**src/rtl/dds_pkg.sv**
```systemverilog
// dds_pkg: shared types and widths for the DDS sequencer slice.
// Imported by the config interface, phase accumulator and top.
package dds_pkg;

  localparam int ADDR_W  = 16;
  localparam int FREQ_W  = 12;
  localparam int AMP_W   = 8;
  localparam int PHASE_W = 8;

  typedef enum logic [1:0] {
    IDLE = 2'd0,
    RUN  = 2'd1,
    PEND = 2'd2
  } state_t;

  typedef struct packed {
    logic [FREQ_W-1:0]  freq;
    logic [AMP_W-1:0]   amp;
    logic [PHASE_W-1:0] phase;
  } cfg_t;

endpackage

```
**src/rtl/dds_seq_ctrl_if.sv**
```systemverilog
// dds_seq_ctrl_if: valid/ready configuration bus into the sequencer.
// master = control front end, slave = dds_seq_ctrl.
interface dds_seq_ctrl_if;
  import dds_pkg::*;

  logic               cfg_valid;
  logic               cfg_ready;
  logic [FREQ_W-1:0]  cfg_freq;
  logic [AMP_W-1:0]   cfg_amp;
  logic [PHASE_W-1:0] cfg_phase;

  modport master (
    output cfg_valid,
    output cfg_freq,
    output cfg_amp,
    output cfg_phase,
    input  cfg_ready
  );

  modport slave (
    input  cfg_valid,
    input  cfg_freq,
    input  cfg_amp,
    input  cfg_phase,
    output cfg_ready
  );

endinterface

```
**src/rtl/dds_phase_acc.sv**
```systemverilog
// dds_phase_acc: phase accumulator with carry-out wrap detect
// and phase-offset add producing the sine-table address.
module dds_phase_acc
  import dds_pkg::*;
#(
  parameter int ACC_W      = 16,
  parameter int FREQ_SHIFT = 0
) (
  input  logic               clk,
  input  logic               rst_n,
  input  logic               en,
  input  logic               clr,
  input  logic [FREQ_W-1:0]  freq,
  input  logic [PHASE_W-1:0] phase,
  output logic [ADDR_W-1:0]  addr,
  output logic               carry
);

  logic [ACC_W-1:0] acc_q;
  logic [ACC_W-1:0] step;
  logic [ACC_W:0]   sum;

  assign step  = ACC_W'(freq) << FREQ_SHIFT;
  assign sum   = {1'b0, acc_q} + {1'b0, step};
  assign carry = sum[ACC_W];

  always_ff @(posedge clk or negedge rst_n) begin
    if (!rst_n) begin
      acc_q <= '0;
    end else if (clr) begin
      acc_q <= '0;
    end else if (en) begin
      acc_q <= sum[ACC_W-1:0];
    end
  end

  // address is forced to 0 while idle, whatever the phase setting
  always_comb begin
    addr = '0;
    if (en) begin
      addr = acc_q[ACC_W-1 -: ADDR_W] +
             {phase, {(ADDR_W-PHASE_W){1'b0}}};
    end
  end

endmodule

```
**src/rtl/dds_seq_ctrl.sv**
```systemverilog
// dds_seq_ctrl: sequencer FSM with active/shadow config registers;
// RUN-time config is deferred to the accumulator wrap.
module dds_seq_ctrl
  import dds_pkg::*;
#(
  parameter int ACC_W          = 16,
  parameter int FREQ_SHIFT     = 0,
  parameter bit UPDATE_AT_WRAP = 1'b1
) (
  input  logic               clk,
  input  logic               rst_n,
  input  logic               start,
  input  logic               stop,
  dds_seq_ctrl_if.slave      cfg,
  output logic               gen_en,
  output logic [ADDR_W-1:0]  gen_addr,
  output logic [FREQ_W-1:0]  gen_freq,
  output logic [AMP_W-1:0]   gen_amp,
  output logic [PHASE_W-1:0] gen_phase,
  output logic               wrap_pulse,
  output logic               busy
);

  state_t state_q, state_d;
  cfg_t   act_q, act_d;
  cfg_t   sh_q, sh_d;
  cfg_t   word;
  logic   running, xfer, carry;
  logic   stop_go, start_go, acc_clr;
  logic   wrap_evt, frozen;

  assign running  = (state_q != IDLE);
  assign xfer     = cfg.cfg_valid & cfg.cfg_ready;
  assign word     = '{freq:  cfg.cfg_freq,
                      amp:   cfg.cfg_amp,
                      phase: cfg.cfg_phase};
  assign stop_go  = stop & running;
  assign start_go = start & ~stop;
  assign acc_clr  = start_go | stop_go;
  assign wrap_evt = running & carry & ~acc_clr;
  // zero step never wraps, so a pending word must not wait for one
  assign frozen   = (act_q.freq == '0);

  dds_phase_acc #(
    .ACC_W      (ACC_W),
    .FREQ_SHIFT (FREQ_SHIFT)
  ) u_acc (
    .clk   (clk),
    .rst_n (rst_n),
    .en    (running),
    .clr   (acc_clr),
    .freq  (act_q.freq),
    .phase (act_q.phase),
    .addr  (gen_addr),
    .carry (carry)
  );

  always_comb begin
    state_d = state_q;
    act_d   = act_q;
    sh_d    = sh_q;
    unique case (state_q)
      IDLE: begin
        if (xfer)     act_d   = word;
        if (start_go) state_d = RUN;
      end
      RUN: begin
        if (stop_go) begin
          state_d = IDLE;
          if (xfer) act_d = word;
        end else if (xfer) begin
          if (UPDATE_AT_WRAP) begin
            sh_d    = word;
            state_d = PEND;
          end else begin
            act_d = word;
          end
        end
      end
      PEND: begin
        if (stop_go) begin
          state_d = IDLE;
          act_d   = sh_q;
        end else if (!start_go && (wrap_evt || frozen)) begin
          state_d = RUN;
          act_d   = sh_q;
        end
      end
      default: state_d = IDLE;
    endcase
  end

  always_ff @(posedge clk or negedge rst_n) begin
    if (!rst_n) begin
      state_q    <= IDLE;
      act_q      <= '0;
      sh_q       <= '0;
      wrap_pulse <= 1'b0;
    end else begin
      state_q    <= state_d;
      act_q      <= act_d;
      sh_q       <= sh_d;
      wrap_pulse <= wrap_evt;
    end
  end

  assign cfg.cfg_ready = (state_q != PEND);
  assign gen_en        = running;
  assign busy          = running;
  assign gen_freq      = act_q.freq;
  assign gen_amp       = act_q.amp;
  assign gen_phase     = act_q.phase;

endmodule

```
**src/flat_wrapper.sv**
```systemverilog
// flat-port wrapper written by rule: the top's interface ports become plain ports
module dds_seq_ctrl_flat import dds_pkg::*;
#(
  parameter int ACC_W          = 16,
  parameter int FREQ_SHIFT     = 0,
  parameter bit UPDATE_AT_WRAP = 1'b1
)
  (clk, rst_n, start, stop, gen_en, gen_addr, gen_freq, gen_amp, gen_phase, wrap_pulse, busy, cfg_cfg_valid, cfg_cfg_freq, cfg_cfg_amp, cfg_cfg_phase, cfg_cfg_ready);
  dds_seq_ctrl_if cfg_i ();
  input  logic clk;
  input  logic rst_n;
  input  logic start;
  input  logic stop;
  output logic gen_en;
  output logic [ADDR_W-1:0] gen_addr;
  output logic [FREQ_W-1:0] gen_freq;
  output logic [AMP_W-1:0] gen_amp;
  output logic [PHASE_W-1:0] gen_phase;
  output logic wrap_pulse;
  output logic busy;
  input wire logic [$bits(cfg_i.cfg_valid)-1:0] cfg_cfg_valid;
  input wire logic [$bits(cfg_i.cfg_freq)-1:0] cfg_cfg_freq;
  input wire logic [$bits(cfg_i.cfg_amp)-1:0] cfg_cfg_amp;
  input wire logic [$bits(cfg_i.cfg_phase)-1:0] cfg_cfg_phase;
  output wire logic [$bits(cfg_i.cfg_ready)-1:0] cfg_cfg_ready;
  assign cfg_i.cfg_valid = cfg_cfg_valid;
  assign cfg_i.cfg_freq = cfg_cfg_freq;
  assign cfg_i.cfg_amp = cfg_cfg_amp;
  assign cfg_i.cfg_phase = cfg_cfg_phase;
  assign cfg_cfg_ready = cfg_i.cfg_ready;
  dds_seq_ctrl #(.ACC_W(ACC_W), .FREQ_SHIFT(FREQ_SHIFT), .UPDATE_AT_WRAP(UPDATE_AT_WRAP)) u_core (.clk(clk), .rst_n(rst_n), .start(start), .stop(stop), .cfg(cfg_i), .gen_en(gen_en), .gen_addr(gen_addr), .gen_freq(gen_freq), .gen_amp(gen_amp), .gen_phase(gen_phase), .wrap_pulse(wrap_pulse), .busy(busy));
endmodule
```
**config.mk**
```make
export PLATFORM = sky130hd
export DESIGN_NAME = dds_seq_ctrl_flat
export DESIGN_NICKNAME = d
export VERILOG_FILES = /design/src/rtl/dds_pkg.sv /design/src/rtl/dds_seq_ctrl_if.sv /design/src/rtl/dds_phase_acc.sv /design/src/rtl/dds_seq_ctrl.sv /design/src/flat_wrapper.sv
export SDC_FILE = /design/constraint.sdc
export NUM_CORES = 1
export LEC_CHECK = 0
export CELL_PAD_IN_SITES_DETAIL_PLACEMENT = 2
export CELL_PAD_IN_SITES_GLOBAL_PLACEMENT = 2
export CORE_AREA = 10 10 110 136
export DETAILED_ROUTE_END_ITERATION = 8
export DIE_AREA = 0 0 120 146
export GPL_TIMING_DRIVEN = 0
export PLACE_DENSITY = 0.94
export SYNTH_ARGS = -nofsm -noshare
export SYNTH_HDL_FRONTEND = slang
export SYNTH_SLANG_ARGS = --single-unit
```
**constraint.sdc**
```tcl
create_clock -name clk -period 5.35 [get_ports clk]
set_input_delay 1.07 -clock clk [delete_from_list [all_inputs] [get_ports clk]]
set_output_delay 1.07 -clock clk [all_outputs]
set_load 0.005 [all_outputs]
```
==> impl_results.md <==
- Share of synthesized area occupied by flip-flops and latches: 0.443
- RSZ-0062 raised after global routing: no
- Outcome: completed
- Deepest level of the CTS H-tree: 3
- Yosys Warn Count: 0
- Total via count in the routed design: roughly 3,700
- Minimum hold slack: 0.513 ns
- Total grt overflow: 0
- Number of remaining DRC errors: 0
- Floorplan Core Area: 12,500 sq um
- Most used standard cells in the synthesized netlist: sky130_fd_sc_hd__nand2_1 (103), sky130_fd_sc_hd__dfrtp_1 (75), sky130_fd_sc_hd__mux2_2 (55), sky130_fd_sc_hd__nor2_1 (24), sky130_fd_sc_hd__ha_1 (19)
- Clock root buffer: sky130_fd_sc_hd__clkbuf_16
- Fraction of layout instances using a drive strength above 1: 0.178
- Detail Route Antenna Nets: 0
- IR Drop Worst-Case VDD: roughly 0.21 mV
- Slew headroom: 0.557
- Placement-stage cell area: 5260 sq um
- Number of setup buffers added after CTS: 0
- Post-route setup TNS: 0 ns
- Global-route wire length before repair: 26,700 microns
- Setup Slack @ Placement: 1.77 ns
- Worst-case clock buffer depth: 2
- Top cell type's share of synthesized area: 0.443
- Endpoint required time on the critical path: around 4.3 ns
- Number of ports placed on the die boundary: 81
- Top FF cell, synth: sky130_fd_sc_hd__dfrtp_1
- First-pass iteration count of the detailed router: 4
- Final worst clock skew: 0.00877 ns
- #FFs+latches synth: 75
- Total Routing Usage GR: 0.195
- Total length of routed wires: between 15,000 and 20,000 microns
- Leading cell types by total area after synthesis: sky130_fd_sc_hd__dfrtp_1 (44%), sky130_fd_sc_hd__mux2_2 (15%), sky130_fd_sc_hd__nand2_1 (9.1%), sky130_fd_sc_hd__ha_1 (5.6%), sky130_fd_sc_hd__nor2_1 (2.1%)
- Gate count of the mapped netlist: 421
- Least-Margin Pin Slew: approximately 0.66 ns
- Post-Syn Nets: 475
- Kind of end point of the critical path: output pin
- Clk_lat worst skew: 0.35 ns
- Syn_area_per_cell: ~10 sq um
- Type of the setup path with the least slack: flop to output pin
- Pins Over Slew Limit: 0
- Post-synth EDFFs: 0
- Vertical die dimension: 146 microns
- Final instance area: 5560 sq um
- Layout area overhead: 31.2%
- Via-per-instance ratio: about 5.4
- Cell type with the largest total area after synthesis: sky130_fd_sc_hd__dfrtp_1
- Max_cap viols: 0
- Number of gates given a new drive strength after cts: 0
- Highest fanout seen on the critical path: 4
- Iter 0 DRT Violations: 84
- Number of global-route vias before repair: between 4,000 and 5,000
- CTS clk-pin slew, worst paths: roughly 0.070 ns
- Most frequently used cell type in the post-synthesis netlist: sky130_fd_sc_hd__nand2_1
- PnR worst setup slack: 1.38 ns
- # rows: 46
- Number of buffers added by the clock tree synthesis step: 9
- Proportion of register bits with asynchronous set or reset after synthesis: 1.00
- Half-perimeter wire length after detailed placement: 12,000 microns
- Wire length per cell after detailed routing: 24.2 microns
- Capturing point of the worst reg2reg path: u_core.gen_freq[2]$_DFFE_PN0P_
- Post-synthesis cell area: 4240 sq um
- Number of hold-slack violations in the final timing report: 0
- Distinct cell type count after synthesis: between 50 and 60
- Port Buffer Count: 80
- Power density relative to cell area: between 300 and 400 nW/um^2
- End point of the most critical hold path: u_core.sh_q[11]$_DFFE_PN0P_
- Initial antenna violation count: 0
- Leakage power total: 2.46 nW
- Beginning of the worst hold path: u_core.sh_q[11]$_DFFE_PN0P_
- Global placer's final weighted congestion: 0.869
- Max Freq: 252 MHz
- TritonCTS clock tree: done
- Pin count of the biggest net entering global routing: 41
- Horizontal extent of the die: ~120 microns
- Minimum clock period: 3.97 ns
- DIE AREA: around 18,000 sq um
- Hold Path Depth: 1
- Net total in the final layout: 567
- Starting density of the core: 0.339
- Clk sinks: 75
- Worst reg2reg setup slack: 2.23 ns
- Startpoint kind of the worst setup timing path: flop
- CP Data Arrival Time: slightly below 3 ns
- Period utilization: 0.742
- Path category of the worst min-delay check: flop to flop
- Crit Reg-Reg Startpoint: u_core.gen_freq[0]$_DFFE_PN0P_
- # diodes: 0
- Depth of the worst register-to-register path: 10
- Hold buffer count at CTS: 0
- Setup violation total in the final timing report: 0
==> worst max-delay path: stages (launching register included) <==
cell and delay [ns]:
sky130_fd_sc_hd__dfrtp_1 0.46, sky130_fd_sc_hd__ha_1 0.32, sky130_fd_sc_hd__a21o_1 0.16, sky130_fd_sc_hd__a21oi_1 0.27, sky130_fd_sc_hd__o21ai_0 0.19, sky130_fd_sc_hd__o41ai_1 0.39, sky130_fd_sc_hd__xnor2_1 0.14, sky130_fd_sc_hd__nor2_1 0.10
sky130_fd_sc_hd__clkdlybuf4s50_1 0.50
==> cell type report <==
class | count | area (sq um)
inverters | 10 | 37.5
clock buffers | 9 | 225
plain buffers | 16 | 87.6
well taps | 168 | 210
clock inverters | 7 | 66.3
flip-flops and latches | 75 | 1880
multi-input cells | 320 | 2230
fillers | 1321 | 6930
repair buffers | 81 | 818
==> metrics by stage <==
stage	power, mW	std cells	util
6_report	2.13	686	0.445
5_1_grt	2.24	686	0.445
4_1_cts	2.14	686	0.445
3_5_place_dp	1.50	670	0.421
3_3_place_gp	1.42	669	0.420
2_1_floorplan	1.16	421	-
==> cells by family (layout without fill, tap and decap cells) <==
kind of cell / after synthesis / after routing / synth area share
AND/OR/NAND/NOR: 169 / 169 / 0.177
flip-flops: 75 / 75 / 0.443
multiplexers: 61 / 61 / 0.164
AO/OA/AOI/OAI: 54 / 54 / 0.0895
buffers and inverters: 26 / 123 / 0.0295
adder cells (fa/ha/maj): 21 / 21 / 0.0656
XOR/XNOR: 15 / 15 / 0.0310
==> sequential cells by signal, indices dropped and copies added, names as in the netlist <==
name,flops
u_core.gen_amp,8
u_core.state_q,2
u_core.u_acc.acc_q,16
u_core.wrap_pulse,1
u_core.gen_phase,8
u_core.gen_freq,12
u_core.sh_q,28
==> where the power goes <==
group	switching [mW]	leakage, nW	total (mW)	internal (mW)
Sequential	0.127	0.926	0.822	0.695
Clock	0.287	0.145	0.615	0.328
Combinational	0.336	1.39	0.689	0.353
Total	0.749	2.46	2.13	1.38
==> layout by cell type, fill, tap and decap left out, drive strengths merged, types with 2 or more instances in the layout <==
cell type	netlist	final
and2	9	9
xnor2	8	8
o21a	2	2
clkbuf	8	17
clkinv	0	2
a211oi	2	2
nor4	2	2
dfrtp	75	75
fa	2	2
mux2i	3	3
nor3	6	6
nand2b	3	3
inv	10	15
a21o	4	4
o31ai	3	3
nand2	103	103
buf	8	10
nand4	2	2
xor2	7	7
and3	2	2
nor2	25	25
clkdlybuf4s50	0	79
nand3b	2	2
a21oi	18	18
o21ai	13	13
nand3	4	4
nor2b	7	7
ha	19	19
o211ai	2	2
mux2	58	58
==> layer usage <==
layer  share of wire  global-route usage  up-vias
met3           0.042              0.0462       54
met5               0                   0        -
met4           0.048               0.109        0
met2            0.54               0.351      126
li1                -                   -     1637
met1            0.37               0.202     1860
==> worst max path at each step <==
stage,cells after the start,end,startpoint,slack [ns]
floorplan,8,gen_addr[14],u_core.gen_phase[0]$_DFFE_PN0P_,2.49
global placement,1,u_core.gen_amp[6]$_DFFE_PN0P_,rst_n,0.42
detailed placement,8,gen_addr[15],u_core.gen_phase[1]$_DFFE_PN0P_,1.77
CTS,8,gen_addr[15],u_core.gen_phase[1]$_DFFE_PN0P_,1.35
global route,8,gen_addr[15],u_core.gen_phase[1]$_DFFE_PN0P_,1.18
finish,8,gen_addr[15],u_core.gen_phase[1]$_DFFE_PN0P_,1.38
No activity file was read; power rests on OpenSTA's default activity.
